[src/rtl/ysyx_23060111_wbu_if.sv]
// Writeback unit bus: EXU handshake, LSU read return, register/CSR file write ports,
// redirect and commit. The slave modport is the WBU side.
interface ysyx_23060111_wbu_if #(
  parameter int ADDR_WIDTH = 5,
  parameter int DATA_WIDTH = 32
);
  // Valid/ready: a transfer happens on a rising clk edge where both valid and ready
  // are high. The source holds its payload stable from the rise of valid until that edge.
  logic                  in_valid;
  logic                  in_ready;
  logic [DATA_WIDTH-1:0] in_pc;
  logic [ADDR_WIDTH-1:0] in_rd;
  logic                  in_rd_wen;
  logic [DATA_WIDTH-1:0] in_result;
  logic                  in_is_load;
  logic                  in_csr_wen;
  logic [1:0]            in_csr_waddr;
  logic [DATA_WIDTH-1:0] in_csr_wdata;
  logic                  in_ecall;
  logic                  in_mret;
  logic [DATA_WIDTH-1:0] cur_mstatus;
  logic [DATA_WIDTH-1:0] cur_mtvec;
  logic [DATA_WIDTH-1:0] cur_mepc;
  logic                  lsu_rvalid;
  logic [DATA_WIDTH-1:0] lsu_rdata;
  logic                  lsu_rready;
  logic                  wen;
  logic [ADDR_WIDTH-1:0] waddr;
  logic [DATA_WIDTH-1:0] wdata;
  logic                  csr_wen;
  logic [1:0]            csr_waddr;
  logic [DATA_WIDTH-1:0] csr_wdata;
  logic                  csr_mepc_wen;
  logic [DATA_WIDTH-1:0] csr_mepc_wdata;
  logic                  csr_mcause_wen;
  logic [DATA_WIDTH-1:0] csr_mcause_wdata;
  logic                  csrr_mstatus_wen;
  logic [DATA_WIDTH-1:0] csr_mstatus_wdata;
  logic                  redirect_valid;
  logic [DATA_WIDTH-1:0] redirect_pc;
  logic                  commit_valid;
  logic [DATA_WIDTH-1:0] commit_pc;
  logic [1:0]            dbg_state;

  modport slave (
    input  in_valid, in_pc, in_rd, in_rd_wen, in_result, in_is_load,
           in_csr_wen, in_csr_waddr, in_csr_wdata, in_ecall, in_mret,
           cur_mstatus, cur_mtvec, cur_mepc, lsu_rvalid, lsu_rdata,
    output in_ready, lsu_rready, wen, waddr, wdata, csr_wen, csr_waddr, csr_wdata,
           csr_mepc_wen, csr_mepc_wdata, csr_mcause_wen, csr_mcause_wdata,
           csrr_mstatus_wen, csr_mstatus_wdata, redirect_valid, redirect_pc,
           commit_valid, commit_pc, dbg_state
  );

  modport master (
    output in_valid, in_pc, in_rd, in_rd_wen, in_result, in_is_load,
           in_csr_wen, in_csr_waddr, in_csr_wdata, in_ecall, in_mret,
           cur_mstatus, cur_mtvec, cur_mepc, lsu_rvalid, lsu_rdata,
    input  in_ready, lsu_rready, wen, waddr, wdata, csr_wen, csr_waddr, csr_wdata,
           csr_mepc_wen, csr_mepc_wdata, csr_mcause_wen, csr_mcause_wdata,
           csrr_mstatus_wen, csr_mstatus_wdata, redirect_valid, redirect_pc,
           commit_valid, commit_pc, dbg_state
  );
endinterface

[src/rtl/ysyx_23060111_wbu.sv]
// Writeback unit: captures one retiring instruction, optionally waits for load data,
// then commits GPR/CSR/trap writes and any PC redirect in a single COMMIT cycle.
module ysyx_23060111_wbu #(
  parameter int ADDR_WIDTH = 5,
  parameter int DATA_WIDTH = 32
) (
  input logic                 clk,
  input logic                 rst_n,
  ysyx_23060111_wbu_if.slave  bus
);
  typedef enum logic [1:0] {
    IDLE    = 2'd0,
    WAIT_LD = 2'd1,
    COMMIT  = 2'd2
  } state_e;

  state_e                state_q;
  logic [DATA_WIDTH-1:0] pc_q;
  logic [ADDR_WIDTH-1:0] rd_q;
  logic                  rd_wen_q;
  logic [DATA_WIDTH-1:0] result_q;
  logic                  is_load_q;
  logic                  csr_wen_q;
  logic [1:0]            csr_waddr_q;
  logic [DATA_WIDTH-1:0] csr_wdata_q;
  logic                  ecall_q;
  logic                  mret_q;
  logic [DATA_WIDTH-1:0] ld_data_q;

  always_ff @(posedge clk or negedge rst_n) begin
    if (!rst_n) begin
      state_q     <= IDLE;
      pc_q        <= '0;
      rd_q        <= '0;
      rd_wen_q    <= 1'b0;
      result_q    <= '0;
      is_load_q   <= 1'b0;
      csr_wen_q   <= 1'b0;
      csr_waddr_q <= '0;
      csr_wdata_q <= '0;
      ecall_q     <= 1'b0;
      mret_q      <= 1'b0;
      ld_data_q   <= '0;
    end else begin
      case (state_q)
        IDLE: begin
          if (bus.in_valid) begin
            pc_q        <= bus.in_pc;
            rd_q        <= bus.in_rd;
            rd_wen_q    <= bus.in_rd_wen;
            result_q    <= bus.in_result;
            is_load_q   <= bus.in_is_load;
            csr_wen_q   <= bus.in_csr_wen;
            csr_waddr_q <= bus.in_csr_waddr;
            csr_wdata_q <= bus.in_csr_wdata;
            ecall_q     <= bus.in_ecall;
            mret_q      <= bus.in_mret;
            ld_data_q   <= '0;
            state_q     <= (bus.in_is_load && bus.in_rd_wen) ? WAIT_LD : COMMIT;
          end
        end
        WAIT_LD: begin
          if (bus.lsu_rvalid) begin
            ld_data_q <= bus.lsu_rdata;
            state_q   <= COMMIT;
          end
        end
        COMMIT:  state_q <= IDLE;
        default: state_q <= IDLE;
      endcase
    end
  end

  logic in_commit;
  logic do_ecall;
  logic do_mret;
  logic [DATA_WIDTH-1:0] mstatus_next;

  assign in_commit = (state_q == COMMIT);
  // ecall takes priority; a simultaneous mret is dropped.
  assign do_ecall  = in_commit && ecall_q;
  assign do_mret   = in_commit && mret_q && !ecall_q;

  always_comb begin
    mstatus_next = '0;
    if (do_ecall) begin
      mstatus_next        = bus.cur_mstatus;
      mstatus_next[7]     = bus.cur_mstatus[3];
      mstatus_next[3]     = 1'b0;
      mstatus_next[12:11] = 2'b11;
    end else if (do_mret) begin
      mstatus_next        = bus.cur_mstatus;
      mstatus_next[3]     = bus.cur_mstatus[7];
      mstatus_next[7]     = 1'b1;
      mstatus_next[12:11] = 2'b00;
    end
  end

  // State is forced to IDLE by reset, so every COMMIT-gated output is 0 while rst_n is low.
  assign bus.in_ready          = rst_n && (state_q == IDLE);
  assign bus.lsu_rready        = (state_q == WAIT_LD);
  assign bus.dbg_state         = state_q;

  assign bus.wen               = in_commit && rd_wen_q && (rd_q != '0);
  assign bus.waddr             = in_commit ? rd_q : '0;
  assign bus.wdata             = in_commit ? (is_load_q ? ld_data_q : result_q) : '0;

  assign bus.csr_wen           = in_commit && csr_wen_q && !ecall_q && !mret_q;
  assign bus.csr_waddr         = in_commit ? csr_waddr_q : '0;
  assign bus.csr_wdata         = in_commit ? csr_wdata_q : '0;

  assign bus.csr_mepc_wen      = do_ecall;
  assign bus.csr_mepc_wdata    = do_ecall ? pc_q : '0;
  assign bus.csr_mcause_wen    = do_ecall;
  assign bus.csr_mcause_wdata  = do_ecall ? DATA_WIDTH'(11) : '0;
  assign bus.csrr_mstatus_wen  = do_ecall || do_mret;
  assign bus.csr_mstatus_wdata = mstatus_next;

  assign bus.redirect_valid    = do_ecall || do_mret;
  assign bus.redirect_pc       = do_ecall ? bus.cur_mtvec : (do_mret ? bus.cur_mepc : '0);

  assign bus.commit_valid      = in_commit;
  assign bus.commit_pc         = in_commit ? pc_q : '0;
endmodule

[src/flat_wrapper.sv]
// flat-port wrapper written by rule: the top's interface ports become plain ports
module ysyx_23060111_wbu_flat 
#(
  parameter int ADDR_WIDTH = 5,
  parameter int DATA_WIDTH = 32
)
  (clk, rst_n, bus_in_valid, bus_in_pc, bus_in_rd, bus_in_rd_wen, bus_in_result, bus_in_is_load, bus_in_csr_wen, bus_in_csr_waddr, bus_in_csr_wdata, bus_in_ecall, bus_in_mret, bus_cur_mstatus, bus_cur_mtvec, bus_cur_mepc, bus_lsu_rvalid, bus_lsu_rdata, bus_in_ready, bus_lsu_rready, bus_wen, bus_waddr, bus_wdata, bus_csr_wen, bus_csr_waddr, bus_csr_wdata, bus_csr_mepc_wen, bus_csr_mepc_wdata, bus_csr_mcause_wen, bus_csr_mcause_wdata, bus_csrr_mstatus_wen, bus_csr_mstatus_wdata, bus_redirect_valid, bus_redirect_pc, bus_commit_valid, bus_commit_pc, bus_dbg_state);
  ysyx_23060111_wbu_if #(.ADDR_WIDTH(ADDR_WIDTH), .DATA_WIDTH(DATA_WIDTH)) bus_i ();
  input logic clk;
  input logic rst_n;
  input wire logic [$bits(bus_i.in_valid)-1:0] bus_in_valid;
  input wire logic [$bits(bus_i.in_pc)-1:0] bus_in_pc;
  input wire logic [$bits(bus_i.in_rd)-1:0] bus_in_rd;
  input wire logic [$bits(bus_i.in_rd_wen)-1:0] bus_in_rd_wen;
  input wire logic [$bits(bus_i.in_result)-1:0] bus_in_result;
  input wire logic [$bits(bus_i.in_is_load)-1:0] bus_in_is_load;
  input wire logic [$bits(bus_i.in_csr_wen)-1:0] bus_in_csr_wen;
  input wire logic [$bits(bus_i.in_csr_waddr)-1:0] bus_in_csr_waddr;
  input wire logic [$bits(bus_i.in_csr_wdata)-1:0] bus_in_csr_wdata;
  input wire logic [$bits(bus_i.in_ecall)-1:0] bus_in_ecall;
  input wire logic [$bits(bus_i.in_mret)-1:0] bus_in_mret;
  input wire logic [$bits(bus_i.cur_mstatus)-1:0] bus_cur_mstatus;
  input wire logic [$bits(bus_i.cur_mtvec)-1:0] bus_cur_mtvec;
  input wire logic [$bits(bus_i.cur_mepc)-1:0] bus_cur_mepc;
  input wire logic [$bits(bus_i.lsu_rvalid)-1:0] bus_lsu_rvalid;
  input wire logic [$bits(bus_i.lsu_rdata)-1:0] bus_lsu_rdata;
  output wire logic [$bits(bus_i.in_ready)-1:0] bus_in_ready;
  output wire logic [$bits(bus_i.lsu_rready)-1:0] bus_lsu_rready;
  output wire logic [$bits(bus_i.wen)-1:0] bus_wen;
  output wire logic [$bits(bus_i.waddr)-1:0] bus_waddr;
  output wire logic [$bits(bus_i.wdata)-1:0] bus_wdata;
  output wire logic [$bits(bus_i.csr_wen)-1:0] bus_csr_wen;
  output wire logic [$bits(bus_i.csr_waddr)-1:0] bus_csr_waddr;
  output wire logic [$bits(bus_i.csr_wdata)-1:0] bus_csr_wdata;
  output wire logic [$bits(bus_i.csr_mepc_wen)-1:0] bus_csr_mepc_wen;
  output wire logic [$bits(bus_i.csr_mepc_wdata)-1:0] bus_csr_mepc_wdata;
  output wire logic [$bits(bus_i.csr_mcause_wen)-1:0] bus_csr_mcause_wen;
  output wire logic [$bits(bus_i.csr_mcause_wdata)-1:0] bus_csr_mcause_wdata;
  output wire logic [$bits(bus_i.csrr_mstatus_wen)-1:0] bus_csrr_mstatus_wen;
  output wire logic [$bits(bus_i.csr_mstatus_wdata)-1:0] bus_csr_mstatus_wdata;
  output wire logic [$bits(bus_i.redirect_valid)-1:0] bus_redirect_valid;
  output wire logic [$bits(bus_i.redirect_pc)-1:0] bus_redirect_pc;
  output wire logic [$bits(bus_i.commit_valid)-1:0] bus_commit_valid;
  output wire logic [$bits(bus_i.commit_pc)-1:0] bus_commit_pc;
  output wire logic [$bits(bus_i.dbg_state)-1:0] bus_dbg_state;
  assign bus_i.in_valid = bus_in_valid;
  assign bus_i.in_pc = bus_in_pc;
  assign bus_i.in_rd = bus_in_rd;
  assign bus_i.in_rd_wen = bus_in_rd_wen;
  assign bus_i.in_result = bus_in_result;
  assign bus_i.in_is_load = bus_in_is_load;
  assign bus_i.in_csr_wen = bus_in_csr_wen;
  assign bus_i.in_csr_waddr = bus_in_csr_waddr;
  assign bus_i.in_csr_wdata = bus_in_csr_wdata;
  assign bus_i.in_ecall = bus_in_ecall;
  assign bus_i.in_mret = bus_in_mret;
  assign bus_i.cur_mstatus = bus_cur_mstatus;
  assign bus_i.cur_mtvec = bus_cur_mtvec;
  assign bus_i.cur_mepc = bus_cur_mepc;
  assign bus_i.lsu_rvalid = bus_lsu_rvalid;
  assign bus_i.lsu_rdata = bus_lsu_rdata;
  assign bus_in_ready = bus_i.in_ready;
  assign bus_lsu_rready = bus_i.lsu_rready;
  assign bus_wen = bus_i.wen;
  assign bus_waddr = bus_i.waddr;
  assign bus_wdata = bus_i.wdata;
  assign bus_csr_wen = bus_i.csr_wen;
  assign bus_csr_waddr = bus_i.csr_waddr;
  assign bus_csr_wdata = bus_i.csr_wdata;
  assign bus_csr_mepc_wen = bus_i.csr_mepc_wen;
  assign bus_csr_mepc_wdata = bus_i.csr_mepc_wdata;
  assign bus_csr_mcause_wen = bus_i.csr_mcause_wen;
  assign bus_csr_mcause_wdata = bus_i.csr_mcause_wdata;
  assign bus_csrr_mstatus_wen = bus_i.csrr_mstatus_wen;
  assign bus_csr_mstatus_wdata = bus_i.csr_mstatus_wdata;
  assign bus_redirect_valid = bus_i.redirect_valid;
  assign bus_redirect_pc = bus_i.redirect_pc;
  assign bus_commit_valid = bus_i.commit_valid;
  assign bus_commit_pc = bus_i.commit_pc;
  assign bus_dbg_state = bus_i.dbg_state;
  ysyx_23060111_wbu #(.ADDR_WIDTH(ADDR_WIDTH), .DATA_WIDTH(DATA_WIDTH)) u_core (.clk(clk), .rst_n(rst_n), .bus(bus_i));
endmodule
[config.mk]
export PLATFORM = sky130hd
export DESIGN_NAME = ysyx_23060111_wbu_flat
export DESIGN_NICKNAME = d
export VERILOG_FILES = /design/src/rtl/ysyx_23060111_wbu_if.sv /design/src/rtl/ysyx_23060111_wbu.sv /design/src/flat_wrapper.sv
export SDC_FILE = /design/constraint.sdc
export NUM_CORES = 1
export LEC_CHECK = 0
export CORE_AREA = 2 2 187 189
export DETAILED_ROUTE_END_ITERATION = 10
export DIE_AREA = 0 0 189 191
export GPL_TIMING_DRIVEN = 0
export PLACE_DENSITY = 0.53
export SYNTH_ARGS = -nofsm -noshare
export SYNTH_HDL_FRONTEND = slang
export SYNTH_SLANG_ARGS = --single-unit
[constraint.sdc]
create_clock -name clk -period 4.4 [get_ports clk]
set_clock_uncertainty 0.05 [all_clocks]
set_input_delay 1.1 -clock clk [delete_from_list [all_inputs] [get_ports clk]]
set_output_delay 1.1 -clock clk [all_outputs]
set_load 0.02 [all_outputs]
==> flow_summary.toml, run 1 <==
[run_status]
status = "completed"

[worst_setup_path]
startpoint_type = "flop"
r2r-start = "u_core.bus.dbg_state[0]"
r2r_slack_ps = 2460
r2r_end = "u_core.csr_wdata_q[5]"
crit_fanout = 10
crit_type = "flop to output pin"
reg2reg_depth = 4
critPathRequiredTime_ps = 3250
worstPathArrival_ps = 3010
critPathCaptureType = "output pin"

[floorplanning]
die_w_um = 189
die_area_um2 = 36100
coreArea_um2 = 34100
start_util_pct = 21.3
rows = 68
die_h_um = 191
pin_count = 482

[synthesis]
syn_inst = 621
ys_ff_latch = 142
yosysTopAreaCell = "dfrtp_1"
yosys_most_used_dff = "dfrtp_1"
ys_seq_area_share_pct = 48.8
syn_area_um2 = 7280
synthMuxAreaShare_pct = 21.2
async_flop_share_pct = 100
synth_top_family_by_area = "multiplexers"
synth_area_leaders = "dfrtp_1 (49%), mux2_2 (17%), and2_1 (8.8%)"
yosys.cell_types.count = 26
synthAdderAreaFrac_pct = 0
synth_top_area_share_pct = 48.8
synth_most_common_cell = "dfrtp_1"
syn_avg_cell_area_um2 = 11.7
yosys.area_share.simple_pct = 14.3
synth_compound_area_share_pct = 8.07
synth_warnings = 0
synth-edff-count = 0
synth_common_cells = "dfrtp_1 (142), mux2_2 (108), and2_1 (102)"
synth_xor_area_share_pct = 0

[placed_design]
place.port_buffers = 450
place.gp.congestion = 0.809
dp.final_hpwl_um = 27300

[clocking]
path_clk_slew_ps = 60
cts_tree = "built"
cts_htree_levels = 4
cts_root_buf = "clkbuf_16"
postCtsSetupBuffers = 0
numCtsBuffers = 17
ctsLongestPathBuffers = 2
insertion_delay_ps = 430
numClockSinks = 142

[worst_hold_path]
hold_end = "u_core.csr_wdata_q[23]"
holdPathStages = 1
min_path_type = "flop to flop"
worstHoldStart = "u_core.csr_wdata_q[23]"

[sta]
hold_violations = 0
max_freq_mhz = 240
whs_ps = 446
rsz0062_at_grt = "no"
maxSlewViolCount = 0
finalSetupViolations = 0
worstMarginPinSlew_ps = 763
timing.final.crit_share_pct = 94.6
relSlewSlack_pct = 49.1
min_period_ps = 4160

[run]
cap_violations = 0

[route]
num_vias = 6623
routed_wl_um = 33500
drc = 0
via_per_inst = 4.17
antenna_left = 0
dr.pass1.iters = 4
drt_iter0_drc = 204
wl_per_cell_um = 21.1

[global_routing]
antenna_found_initial = 7
overflow = 0
first_global_vias = 6889
grt_usage_pct = 18.1
grt_pass1_wl_um = 47300
grt_max_degree = 76

[power]
ir_drop_mv = 0.199
power_density_nw_per_um2 = 396
finalPower_mw = 5.19
power_leakage_nw = 5.58

[final_layout]
area_growth_pct = 80.0
drive_gt1_share_pct = 18.8
fin_nets = 1358
fin_util_pct = 38.4
what timing repair did:
action	in CTS	in global routing
gates resized for setup	0	4
hold buffers	0	0
endpoints found under the setup margin	9	3
cell families after synthesis:
kind of cell,Yosys count
simple gates,179
flops,142
mux,141
buf+inv,91
compound gates,67
other cells,1
through the flow:
step	cells	worst slack [ps]	setup TNS (ps)	cell area, µm²
2_1_floorplan	649	1630	0	7390
3_3_place_gp	1554	-4620	-601770	12500
3_5_place_dp	1555	387	0	12500
4_1_cts	1586	3.93	0	13100
5_1_grt	1587	67.1	0	13100
6_report	1587	238	0	13100
worst max-delay path: stages (launching register included):
cell and delay [ps]:
dfrtp_1 680, nor2_1 270, nor2_1 210, buf_2 230, clkbuf_1 290, and2_1 250
clkdlybuf4s50_1 640
final cells by class:
| type | count | area, µm² |
|---|---|---|
| diodes | 1 | 2.50 |
| plain buffers | 88 | 543 |
| clock buffers | 19 | 433 |
| clock inverters | 13 | 186 |
| fillers | 3397 | 21000 |
| inverters | 2 | 7.51 |
| multi-input cells | 416 | 3280 |
| flip-flops and latches | 142 | 3550 |
| well taps | 455 | 569 |
| repair buffers | 451 | 4530 |
worst max-delay path by stage:
stage | from | to | slack [ps]
2_1_floorplan | rst_n | bus_in_ready | 1630
5_1_grt | u_core.bus.dbg_state[0] | bus_csr_wdata[13] | 70
3_3_place_gp | rst_n | bus_in_ready | -4620
4_1_cts | u_core.bus.dbg_state[0] | bus_commit_pc[21] | 4
6_report | u_core.ecall_q | bus_csr_mstatus_wdata[16] | 240
3_5_place_dp | u_core.ecall_q | bus_csr_mstatus_wdata[16] | 390
sequential cells by signal, summed over array words and instances, names as in the netlist, 2 cells and up:
register,count
u_core.pc_q,32
u_core.ld_data_q,32
u_core.rd_q,5
u_core.bus.dbg_state,2
u_core.csr_waddr_q,2
u_core.csr_wdata_q,32
u_core.result_q,32
per-layer routing:
metal,wire [µm],share of wire (%),GRT usage [%],vias up
li1,-,-,-,3099
met1,13300,40,21.1,3213
met2,17200,51,32.4,276
met3,2590,7.7,5.80,33
met4,463,1.4,4.03,2
met5,13,0.039,0,-
report_power, final:
part           internal, mW  switching [mW]  total, mW
clock network         0.953           0.609       1.56
logic                 0.995           0.890       1.88
registers              1.57           0.174       1.74
total                  3.51            1.67       5.19
placed cells by master (no fill, tap or decap), types with 2 or more instances in the layout:
cell type        synthesis  final
clkdlybuf4s50_1          0    449
dfrtp_1                142    142
mux2_2                 108    108
and2_1                 102    102
a22o_1                  64     64
buf_4                   40     40
nor2_1                  34     34
mux2i_1                 33     33
and3_1                  33     33
conb_1                   1     29
buf_2                   23     23
clkbuf_1                21     20
clkbuf_16                0     17
buf_6                    4      5
bufinv_16                0      4
clkbuf_2                 1      3
clkinv_2                 0      3
inv_6                    0      3
nor2b_1                  2      2
nor3b_1                  2      2
clkinv_4                 0      2
Power figures use the tool's default switching activity.
==> run 2, diff against run 1 <==
--- a/config.mk
+++ b/config.mk
@@ -10,6 +10,7 @@
 export DIE_AREA = 0 0 189 191
 export GPL_TIMING_DRIVEN = 0
 export PLACE_DENSITY = 0.53
+export RECOVER_POWER = 50
 export SYNTH_ARGS = -nofsm -noshare
 export SYNTH_HDL_FRONTEND = slang
 export SYNTH_SLANG_ARGS = --single-unit
==> flow_summary.toml, run 2 (synthesis results as in run 1) <==
[route]
routed_wl_um = 33500
drc = 0
antenna_left = 0
wl_per_cell_um = 21.1
num_vias = 6640
via_per_inst = 4.18
drt_iter0_drc = 215
dr.pass1.iters = 4

[worst_setup_path]
critPathCaptureType = "output pin"
crit_fanout = 10
worstPathArrival_ps = 3000
path_common_cell = "nor2_1"
cp_top_family = "buffers and inverters"
cp-startpoint = "u_core.ecall_q"
cp.depth = 6
crit_type = "flop to output pin"
r2r-start = "u_core.bus.dbg_state[0]"
reg2reg_depth = 4
crit_buf_inv = 3
worst_path_max_delay_cell = "dfrtp_1"
startpoint_type = "flop"
max_stage_delay_ps = 690
path_cells = "nor2_1, nor2_1, buf_2, clkbuf_1, and2_1, clkdlybuf4s50_1"
critPathRequiredTime_ps = 3250

[placed_design]
place.port_buffers = 450
place_area_um2 = 12500
place.gp.congestion = 0.809
dp.final_hpwl_um = 27300

[final_layout]
finish.instance_area_um2 = 13100
fillers = 3404
fin_nets = 1358
layout_common_cells = "clkdlybuf4s50_1 (447), dfrtp_1 (142), mux2_2 (108), and2_1 (102), a22o_1 (64)"
drive_gt1_share_pct = 17.8
final_common_cell = "clkdlybuf4s50_1"
area_growth_pct = 79.5

[clocking]
numClockSinks = 142
cts-hold-fix-buffers = 0
insertion_delay_ps = 430
cts_tree = "built"
cts_htree_levels = 4
ctsLongestPathBuffers = 2
path_clk_slew_ps = 60
numCtsBuffers = 17
cts_root_buf = "clkbuf_16"

[floorplanning]
start_util_pct = 21.3
die_area_um2 = 36100
coreArea_um2 = 34100
die_h_um = 191
rows = 68
die_w_um = 189
pin_count = 482

[global_routing]
grt_usage_pct = 18.1
first_global_vias = 6889
antenna_found_initial = 7
grt_pass1_wl_um = 47300
met1_usage_pct = 21.1
grt_max_degree = 76
use_met2_pct = 32.4
overflow = 0
use_met3_pct = 5.80
top_usage_layer = "met2"

[power]
power_density_nw_per_um2 = 396
ir_drop_mv = 0.199
finalPower_mw = 5.18
power_leakage_nw = 5.53

[run_status]
status = "complete, but fails checks"
violations = "max-capacitance violations, max-slew violations"

[sta]
relSlewSlack_pct = -33.5
hold_violations = 0
min_period_ps = 4150
worstMarginPinSlew_ps = 2000
maxSlewViolCount = 76
finalSetupViolations = 0
fin_tns_setup_ps = 0
max_freq_mhz = 241
timing.final.crit_share_pct = 94.4
rsz0062_at_grt = "no"

[worst_hold_path]
holdPathStages = 1
worstHoldStart = "u_core.csr_wdata_q[23]"
min_path_type = "flop to flop"

[run]
cap_violations = 1
[run 2: path summary, 6_finish.rpt]
| kind | end | slack, ps |
|---|---|---|
| setup / recovery | bus_csr_mstatus_wdata[16] | 250 |
| hold / removal | u_core.csr_wdata_q[23] | 450 |
| setup reg to reg | u_core.result_q[5] | 2010 |
| hold reg to reg | u_core.csr_wdata_q[23] | 450 |
| max in group asynchronous | u_core.pc_q[15] | 1310 |
| min in group asynchronous | u_core.result_q[17] | 600 |
[run 2: per-stage QoR]
step | utilization [%] | worst slack [ps] | cells | hold WS, ps
after floorplan | - | 1630 | 649 | 416
after global placement | 36.5 | -4620 | 1554 | 430
after detailed placement | 36.6 | 387 | 1555 | 437
after CTS | 38.4 | 3.93 | 1586 | 451
after global routing | 38.3 | 67.1 | 1587 | 467
final | 38.3 | 247 | 1587 | 445
[run 2: routing by layer]
layer | vias up | part of all wire, % | routed length (µm)
li1 | 3097 | - | -
met1 | 3227 | 40 | 13200
met3 | 33 | 7.8 | 2610
met5 | - | 0.039 | 13
met4 | 2 | 1.4 | 469
met2 | 281 | 51 | 17100
[run 2: layout make-up]
type	count	area, µm²	area share (%)
inverters	2	7.51	0.0574
flip-flops and latches	142	3550	27.2
diodes	1	2.50	0.0191
repair buffers	451	4510	34.5
plain buffers	88	528	4.04
well taps	455	569	4.35
clock inverters	13	186	1.43
clock buffers	19	433	3.31
multi-input cells	416	3280	25.1
[run 2: where the power goes]
part	switching (mW)	internal [mW]
logic	0.888	0.989
clock network	0.607	0.953
registers	0.175	1.57
total	1.67	3.51
[run 2: repair_timing]
action,in CTS,in global routing
gates resized for setup,0,4
endpoints found under the setup margin,9,3
setup buffers,0,0
